==> src/rtl/fifo_nibble_tx_if.sv <==
// fifo_nibble_tx_if: groups the FIFO read side (empty/q/pop) with the serial
// line and status outputs of the nibble transmitter.
// master: the transmitter. slave: the FIFO and line environment around it.
interface fifo_nibble_tx_if #(
  parameter int WIDTH = 4
) ();

  logic             empty;
  logic [WIDTH-1:0] q;
  logic             pop;
  logic             tx;
  logic             busy;
  logic             frame_done;

  modport master (
    input  empty,
    input  q,
    output pop,
    output tx,
    output busy,
    output frame_done
  );

  modport slave (
    output empty,
    output q,
    input  pop,
    input  tx,
    input  busy,
    input  frame_done
  );

endinterface

==> src/rtl/fifo_nibble_tx.sv <==
// fifo_nibble_tx: drains a FIFO one word at a time and sends each word as an
// asynchronous serial frame: start bit, data LSB first, optional even parity,
// stop bit. Every output is registered.
// Optional feature: define FIFO_NIBBLE_TX_PARITY_EN to add the even-parity bit.
module fifo_nibble_tx #(
  parameter int WIDTH        = 4,
  parameter int CLKS_PER_BIT = 4
) (
  input  logic                clk,
  input  logic                reset,
  fifo_nibble_tx_if.master    bus
);

  localparam int CNT_W = (CLKS_PER_BIT > 1) ? $clog2(CLKS_PER_BIT) : 1;
  localparam int IDX_W = (WIDTH > 1) ? $clog2(WIDTH) : 1;
  localparam logic [CNT_W-1:0] CNT_MAX = CNT_W'(CLKS_PER_BIT - 1);
  localparam logic [IDX_W-1:0] IDX_MAX = IDX_W'(WIDTH - 1);

  typedef enum logic [2:0] {
    S_IDLE,
    S_POP,
    S_FETCH,
    S_START,
    S_DATA,
`ifdef FIFO_NIBBLE_TX_PARITY_EN
    S_PARITY,
`endif
    S_STOP
  } state_t;

  state_t           state_q, state_d;
  logic [CNT_W-1:0] cnt_q, cnt_d;
  logic [IDX_W-1:0] idx_q, idx_d;
  logic [WIDTH-1:0] shreg_q, shreg_d;
`ifdef FIFO_NIBBLE_TX_PARITY_EN
  logic             par_q, par_d;
`endif
  logic             tx_q, tx_d;
  logic             pop_q, pop_d;
  logic             busy_q, busy_d;
  logic             done_q, done_d;
  logic             bit_end;

  assign bit_end = (cnt_q == CNT_MAX);

  // Next state, datapath update and the registered-output values for the next cycle.
  always_comb begin
    // NOTE: every signal gets a default before the case so no path leaves it unassigned (no latches).
    state_d = state_q;
    cnt_d   = '0;
    idx_d   = idx_q;
    shreg_d = shreg_q;
`ifdef FIFO_NIBBLE_TX_PARITY_EN
    par_d   = par_q;
`endif

    case (state_q)
      S_IDLE:  if (!bus.empty) state_d = S_POP;
      S_POP:   state_d = S_FETCH;
      S_FETCH: begin
        // q is valid this cycle, one cycle after the pop strobe.
        shreg_d = bus.q;
        idx_d   = '0;
`ifdef FIFO_NIBBLE_TX_PARITY_EN
        par_d   = 1'b0;
`endif
        state_d = S_START;
      end
      S_START: begin
        cnt_d = bit_end ? '0 : cnt_q + 1'b1;
        if (bit_end) state_d = S_DATA;
      end
      S_DATA: begin
        cnt_d = bit_end ? '0 : cnt_q + 1'b1;
        if (bit_end) begin
`ifdef FIFO_NIBBLE_TX_PARITY_EN
          par_d = par_q ^ shreg_q[0];
`endif
          shreg_d = shreg_q >> 1;
          if (idx_q == IDX_MAX) begin
`ifdef FIFO_NIBBLE_TX_PARITY_EN
            state_d = S_PARITY;
`else
            state_d = S_STOP;
`endif
          end else begin
            idx_d = idx_q + 1'b1;
          end
        end
      end
`ifdef FIFO_NIBBLE_TX_PARITY_EN
      S_PARITY: begin
        cnt_d = bit_end ? '0 : cnt_q + 1'b1;
        if (bit_end) state_d = S_STOP;
      end
`endif
      S_STOP: begin
        cnt_d = bit_end ? '0 : cnt_q + 1'b1;
        if (bit_end) state_d = S_IDLE;
      end
      default: state_d = S_IDLE;
    endcase

    // Outputs are derived from the upcoming state so they can be registered.
    pop_d  = (state_d == S_POP);
    busy_d = (state_d != S_IDLE);
    done_d = (state_d == S_STOP) && (cnt_d == CNT_MAX);
    tx_d   = 1'b1;
    case (state_d)
      S_START:  tx_d = 1'b0;
      S_DATA:   tx_d = shreg_d[0];
`ifdef FIFO_NIBBLE_TX_PARITY_EN
      S_PARITY: tx_d = par_d;
`endif
      default:  tx_d = 1'b1;
    endcase
  end

  // State, datapath and output registers with synchronous active-low reset.
  always_ff @(posedge clk) begin
    // NOTE: sequential state uses non-blocking assignments so all registers update together.
    if (!reset) begin
      state_q <= S_IDLE;
      cnt_q   <= '0;
      idx_q   <= '0;
      shreg_q <= '0;
`ifdef FIFO_NIBBLE_TX_PARITY_EN
      par_q   <= 1'b0;
`endif
      tx_q    <= 1'b1;
      pop_q   <= 1'b0;
      busy_q  <= 1'b0;
      done_q  <= 1'b0;
    end else begin
      state_q <= state_d;
      cnt_q   <= cnt_d;
      idx_q   <= idx_d;
      shreg_q <= shreg_d;
`ifdef FIFO_NIBBLE_TX_PARITY_EN
      par_q   <= par_d;
`endif
      tx_q    <= tx_d;
      pop_q   <= pop_d;
      busy_q  <= busy_d;
      done_q  <= done_d;
    end
  end

  assign bus.tx         = tx_q;
  assign bus.pop        = pop_q;
  assign bus.busy       = busy_q;
  assign bus.frame_done = done_q;

endmodule

==> src/flat_wrapper.sv <==
// flat-port wrapper written by rule: the top's interface ports become plain ports
module fifo_nibble_tx_flat 
#(
  parameter int WIDTH        = 4,
  parameter int CLKS_PER_BIT = 4
)
  (clk, reset, bus_empty, bus_q, bus_pop, bus_tx, bus_busy, bus_frame_done);
  fifo_nibble_tx_if #(.WIDTH(WIDTH)) bus_i ();
  input  logic clk;
  input  logic reset;
  input wire logic [$bits(bus_i.empty)-1:0] bus_empty;
  input wire logic [$bits(bus_i.q)-1:0] bus_q;
  output wire logic [$bits(bus_i.pop)-1:0] bus_pop;
  output wire logic [$bits(bus_i.tx)-1:0] bus_tx;
  output wire logic [$bits(bus_i.busy)-1:0] bus_busy;
  output wire logic [$bits(bus_i.frame_done)-1:0] bus_frame_done;
  assign bus_i.empty = bus_empty;
  assign bus_i.q = bus_q;
  assign bus_pop = bus_i.pop;
  assign bus_tx = bus_i.tx;
  assign bus_busy = bus_i.busy;
  assign bus_frame_done = bus_i.frame_done;
  fifo_nibble_tx #(.WIDTH(WIDTH), .CLKS_PER_BIT(CLKS_PER_BIT)) u_core (.clk(clk), .reset(reset), .bus(bus_i));
endmodule
==> config.mk <==
export PLATFORM = sky130hd
export DESIGN_NAME = fifo_nibble_tx_flat
export DESIGN_NICKNAME = d
export VERILOG_FILES = /design/src/rtl/fifo_nibble_tx_if.sv /design/src/rtl/fifo_nibble_tx.sv /design/src/flat_wrapper.sv
export SDC_FILE = /design/constraint.sdc
export NUM_CORES = 1
export LEC_CHECK = 0
export ABC_AREA = 0
export CAP_MARGIN = 20
export CORE_ASPECT_RATIO = 0.6
export CORE_MARGIN = 2
export CORE_UTILIZATION = 23
export CTS_CLUSTER_DIAMETER = 200
export CTS_CLUSTER_SIZE = 40
export DETAILED_ROUTE_END_ITERATION = 6
export GPL_ROUTABILITY_DRIVEN = 1
export GPL_TIMING_DRIVEN = 0
export MAX_ROUTING_LAYER = met4
export PLACE_DENSITY_LB_ADDON = 0.2
export SYNTH_ARGS = -nofsm -noshare
export SYNTH_HDL_FRONTEND = slang
export SYNTH_SLANG_ARGS = --single-unit
export TNS_END_PERCENT = 20
==> constraint.sdc <==
create_clock -name clk -period 3.8 [get_ports clk]
set_clock_uncertainty 0.2 [all_clocks]
set_input_delay 0.76 -clock clk [delete_from_list [all_inputs] [get_ports clk]]
set_output_delay 0.76 -clock clk [all_outputs]
set_load 0.1 [all_outputs]
==> results of run 1 <==
==> cell families (layout without fill, tap and decap cells) <==
group | count (synthesis) | count (layout)
AOI/OAI and AO/OA | 24 | 24
and+or+nand+nor | 37 | 37
adders and majority gates | 3 | 3
DFF | 15 | 15
buffers and inverters | 7 | 21
==> flip-flops by register name, indices dropped and copies added (netlist names) <==
| register | cells |
|---|---|
| u_core.bus.busy | 1 |
| u_core.bus.frame_done | 1 |
| u_core.bus.pop | 1 |
| u_core.bus.tx | 1 |
| u_core.cnt_q | 2 |
| u_core.idx_q | 2 |
| u_core.shreg_q | 4 |
| u_core.state_q | 3 |
==> cell type report <==
class                      instances  area [µm²]  area share (%)
multi-input combinational         64         442            44.9
tap                               45        56.3            5.73
sequential                        15         300            30.5
buffer                             5        32.5            3.31
timing repair buffer              10         100            10.2
clock buffer                       4        45.0            4.58
inverter                           2        7.51           0.763
==> through the flow <==
step	utilization, %	hold WS, ns	worst slack, ns	total power, µW
global placement	28.9	0.258	1.42	236
CTS	30.3	0.275	1.14	370
global route	30.3	0.305	1.10	382
floorplan	-	0.243	1.93	217
finish	30.3	0.269	1.15	364
detailed placement	28.9	0.267	1.42	235
==> how the worst min path moves through the flow <==
stage	endpoint	slack [ns]	cells past startpoint	startpoint
CTS	u_core.shreg_q[2]$_SDFFE_PN0P_	0.27	2	u_core.shreg_q[2]$_SDFFE_PN0P_
detailed placement	u_core.shreg_q[2]$_SDFFE_PN0P_	0.27	2	u_core.shreg_q[2]$_SDFFE_PN0P_
global placement	u_core.shreg_q[1]$_SDFFE_PN0P_	0.26	2	u_core.shreg_q[1]$_SDFFE_PN0P_
floorplan	u_core.shreg_q[2]$_SDFFE_PN0P_	0.24	2	u_core.shreg_q[2]$_SDFFE_PN0P_
finish	u_core.shreg_q[2]$_SDFFE_PN0P_	0.27	2	u_core.shreg_q[2]$_SDFFE_PN0P_
global route	u_core.shreg_q[2]$_SDFFE_PN0P_	0.31	2	u_core.shreg_q[2]$_SDFFE_PN0P_
==> cells in the mapped netlist (all sizes together), types with 3 or more instances <==
library cell,count
dfxtp,15
nand2,6
o21ai,6
a21boi,4
buf,4
nand2b,4
nor2,4
nor3,4
a21oi,3
a22oi,3
and2,3
ha,3
nor2b,3
==> layer usage <==
layer	global-route usage (%)	wire length [µm]
met2	11.6	597
met3	5.19	92
met1	17.0	1070
met5	-	0
met4	2.59	19
==> power groups by stage <==
stage | registers (µW) | clock network [µW] | logic, µW
2_1_floorplan | 190 | 0 | 26.8
3_3_place_gp | 173 | 0 | 63.2
3_5_place_dp | 172 | 0 | 62.9
4_1_cts | 169 | 137 | 63.4
5_1_grt | 170 | 144 | 68.3
6_report | 169 | 132 | 62.9
==> metrics.cfg, run 1 <==
[global_route]
grt_pass1_vias=584
antenna_found_initial=0
grt_pass1_wl_um=3090
grt_max_degree=11
grt_overflow=0
grt_use_total_pct=10.9

[placement]
dp_hpwl_um=1310
dpl.cell_count=141
routabilityCongestion=0.768
placed_area_um2=938
port_buffers=10

[routing]
drc=0
via_count=637
wl_per_cell_um=12.3
drt_wl_total_um=1780
antenna_left=0
drt_iter0_drc=23
vias_per_cell=4.39
drt_pre_antenna_iters=4

[synth]
syn_nets=96
synth-xor-area-share_pct=0
ys_seq_area_share_pct=38.4
syn-cell-area_um2=782
synth_top_family_by_area=simple AND/OR/NAND/NOR gates
yosys_register_bits=15
synth_enable_flop_cells=0
async_flop_share_pct=0
yosys_most_used_dff=dfxtp_1
synthSimpleGateAreaFrac_pct=31.2
synth_compound_area_share_pct=20.5
synth_fa_ha_area_share_pct=4.80
synth_top_area_share_pct=38.4
synth_warnings=0
netlist_instances=86
synth_cell_type_count=38
syn_area_per_cell_um2=9.09
synthMuxAreaShare_pct=0
synth_area_leader_cell=dfxtp_1
synth_area_leaders=dfxtp_1 38%, ha_1 4.8%, a21boi_0 3.8%

[power]
p_clk_share_pct=36.2
p_per_area_nw_per_um2=370
peakVddDrop_uv=131
swShare_pct=27.6
seqPwrFrac_pct=46.5
p_leak_uw=0.000379
power.net_switching_uw=100
comb_power_share_pct=17.3
p_int_uw=263

[hold_path]
hold_class=flop to flop

[layout]
final_common_cell=dfxtp_1
diodes=0
final_area_um2=983
final_nets=111
fill_cells=365
final_cell_mix=15 x dfxtp_1, 10 x clkdlybuf4s50_1, 6 x nand2_1
areaGrowthSynthToFinish_pct=25.8
drive_gt1_share_pct=11.0
finalNonFillerCells=145

[worst_setup_path]
start_kind=flop
cp_max_fo=1
r2r_start=u_core.cnt_q[0]$_SDFF_PN0_
crit_buf_inv=1
crit_arrival_ns=1.69
required_ns=2.84
crit_start=u_core.bus.busy$_SDFF_PN0_
critical_path_class=flop to output pin
r2r-end=u_core.bus.tx$_SDFF_PN1_
crit_path_end=bus_busy
slowest_stage=clkdlybuf4s50_1
worst_path_dominant_cell_family=buffers and inverters
crit_chain=clkdlybuf4s50_1
slowest_delay_ns=1.13
crit_cells=1
critPathCaptureType=output pin
r2r_cells=5
r2r_slack_ns=2.05

[clock_network]
cts_hold_buf=0
htreeDepth=1
cts_buffer_depth=2
clock_sinks=15
clkLatencyLatePin_ns=0.25
numCtsBuffers=3
cts_tree=yes
clock-root-buffer=clkbuf_8
clk_pin_slew_ns=0.06
cts_resized=0
post_cts_buffers=0

[floorplan]
pin_count=11
num_rows=16
dieArea_um2=3900
fp.dieW_um=79.3
die_h_um=49.2
coreArea_um2=3240
initial_core_util_pct=24.1

[timing]
slew_headroom_pct=35.4
period_needed_ns=2.65
setup_viol=0
period_share_pct=69.8
setup_tns_ns=0
tightest_slew_ns=0.966
rsz0062_at_grt=false
max_freq_ghz=0.377
hold_violations=0
slew_violations=0

[run_status]
status=completed

[job]
drv_cap=0

Note: power is estimated with default switching activity, not from simulation.
==> run 2, diff against run 1 <==
==> constraint.sdc (replaced) <==
create_clock -name clk -period 2.2 [get_ports clk]
set_clock_uncertainty 0.2 [all_clocks]
set_input_delay 0.44 -clock clk [delete_from_list [all_inputs] [get_ports clk]]
set_output_delay 0.44 -clock clk [all_outputs]
set_load 0.1 [all_outputs]
==> run 2 against run 1 <==
Net effect: cell area decreased by 0.51%; non-clock buffer count is the same; cell count is the same; count of clock-buffer cells in the layout unchanged; clock power grew 73%; die area did not move; combinational power up 69%; utilization shrank 0.15 points; critical endpoint unchanged; largest power group unchanged.
==> metrics.cfg, run 2 (synthesis results as in run 1) <==
[run_status]
status=completed

[placement]
port_buffers=10  ; unchanged
dp_hpwl_um=1310  ; unchanged
routabilityCongestion=0.768  ; unchanged
dpl.cell_count=141  ; unchanged

[worst_setup_path]
worst_path_dominant_cell_family=buffers and inverters
r2r_start=u_core.cnt_q[0]$_SDFF_PN0_
cp_max_fo=1  ; unchanged
crit_buf_inv=1  ; unchanged
r2r_cells=5  ; unchanged
start_kind=flop
slowest_stage=dlygate4sd2_1
critical_path_class=flop to output pin
slowest_delay_ns=0.85  ; -0.28 ns
critPathCaptureType=output pin
crit_chain=dlygate4sd2_1
r2r-end=u_core.bus.tx$_SDFF_PN1_
crit_arrival_ns=1.41  ; -0.28 ns
r2r_slack_ns=0.45  ; -1.60 ns
required_ns=1.56  ; -1.28 ns

[layout]
finalNonFillerCells=145  ; unchanged
regMostFlops=u_core.shreg_q
utilization_pct=30.2  ; -0.15 points
fill_cells=368  ; +0.82%
largest_register_ffs=4  ; unchanged
diodes=0  ; unchanged
final_cell_mix=15 x dfxtp_1, 6 x nand2_1, 6 x clkdlybuf4s50_1
final_common_cell=dfxtp_1
drive_gt1_share_pct=11.0  ; unchanged
areaGrowthSynthToFinish_pct=25.1
final_nets=111  ; unchanged
reg_top3=u_core.shreg_q (4), u_core.state_q (3)

[routing]
antenna_left=0  ; unchanged
drt_wl_total_um=1780  ; unchanged
drt_pre_antenna_iters=4  ; unchanged
wl_per_cell_um=12.3  ; unchanged
drc=0  ; unchanged
drt_iter0_drc=23  ; unchanged
vias_per_cell=4.39  ; unchanged
via_count=637  ; unchanged

[floorplan]
num_rows=16  ; unchanged
fp.dieW_um=79.3  ; unchanged
die_h_um=49.2  ; unchanged
pin_count=11  ; unchanged
initial_core_util_pct=24.1  ; unchanged
coreArea_um2=3240  ; unchanged
dieArea_um2=3900  ; unchanged

[global_route]
grt_overflow=0  ; unchanged
use_met1_pct=17.0  ; unchanged
gr-usage-met3_pct=5.19  ; unchanged
grt_use_total_pct=10.9  ; unchanged
grt_pass1_vias=584  ; unchanged
top_usage_layer=met1
grt_max_degree=11  ; unchanged
grt_pass1_wl_um=3090  ; unchanged
antenna_found_initial=0  ; unchanged
grt_util_met2_pct=11.6  ; unchanged

[clock_network]
clock-root-buffer=clkbuf_8
cts_buffer_depth=2  ; unchanged
htreeDepth=1  ; unchanged
post_cts_buffers=0  ; unchanged
numCtsBuffers=3  ; unchanged
clkLatencyLatePin_ns=0.25  ; about the same
cts_tree=yes
clock_sinks=15  ; unchanged
clk_pin_slew_ns=0.06  ; about the same

[timing]
period_share_pct=93.4
rsz0062_at_grt=false
slew_violations=0  ; unchanged
max_freq_ghz=0.487
setup_tns_ns=0  ; unchanged
hold_violations=0  ; unchanged
period_needed_ns=2.05
setup_viol=0  ; unchanged
slew_headroom_pct=36.6  ; +1.2 points
holdWs_ns=0.269  ; -0.00000200 ns
tightest_slew_ns=0.955  ; -0.0114 ns

[power]
p_per_area_nw_per_um2=639  ; +73%
peakVddDrop_uv=223  ; +70%
p_leak_uw=0.000388  ; +2.5%

[job]
drv_cap=0  ; unchanged

[hold_path]
worstHoldStart=u_core.shreg_q[2]$_SDFFE_PN0P_
holdPathEnd=u_core.shreg_q[2]$_SDFFE_PN0P_
hold_class=flop to flop
hold_path_depth=2  ; unchanged

==> run 2: layer usage <==
metal  vias up  wire (µm)
met5         -          0
met4         0         19
met3         3         87
met2        10        596
met1       287       1080
li1        337          -
==> run 2: power by group <==
group,total [µW],switching [µW],internal [µW]
logic,106,66.0,39.6
registers,292,8.03,284
clock network,228,99.4,128
==> run 2: how the worst max path moves through the flow <==
stage / from / endpoint / cells after the start
final: u_core.bus.busy$_SDFF_PN0_ / bus_busy / 1
after floorplan: u_core.cnt_q[0]$_SDFF_PN0_ / u_core.bus.tx$_SDFF_PN1_ / 5
after global placement: u_core.bus.tx$_SDFF_PN1_ / bus_tx / 1
after global routing: u_core.bus.busy$_SDFF_PN0_ / bus_busy / 1
after detailed placement: u_core.bus.tx$_SDFF_PN1_ / bus_tx / 1
after CTS: u_core.bus.tx$_SDFF_PN1_ / bus_tx / 1
==> run 2: what timing repair did <==
action	in CTS	in global routing
setup endpoints to repair	4	0
hold buffers	0	0
hold endpoints to repair	0	0
resized for setup	4	0
==> run 2: final cells by class <==
class | count | area [µm²] | area share, %
Inverter | 2 | 7.51 | 0.767
Sequential cell | 15 | 300 | 30.7
Multi-Input combinational cell | 64 | 442 | 45.1
Tap cell | 45 | 56.3 | 5.75
Timing Repair Buffer | 10 | 95.1 | 9.72
Buffer | 5 | 32.5 | 3.32
Clock buffer | 4 | 45.0 | 4.60
==> run 2: metrics by stage <==
stage / instance area [µm²] / total power (µW) / setup slack [ns]
after floorplan: 782 / 374 / 0.643
after global placement: 938 / 407 / 0.139
after detailed placement: 938 / 406 / 0.139
after CTS: 978 / 635 / 0.139
after global routing: 978 / 657 / 0.0965
final: 978 / 625 / 0.145
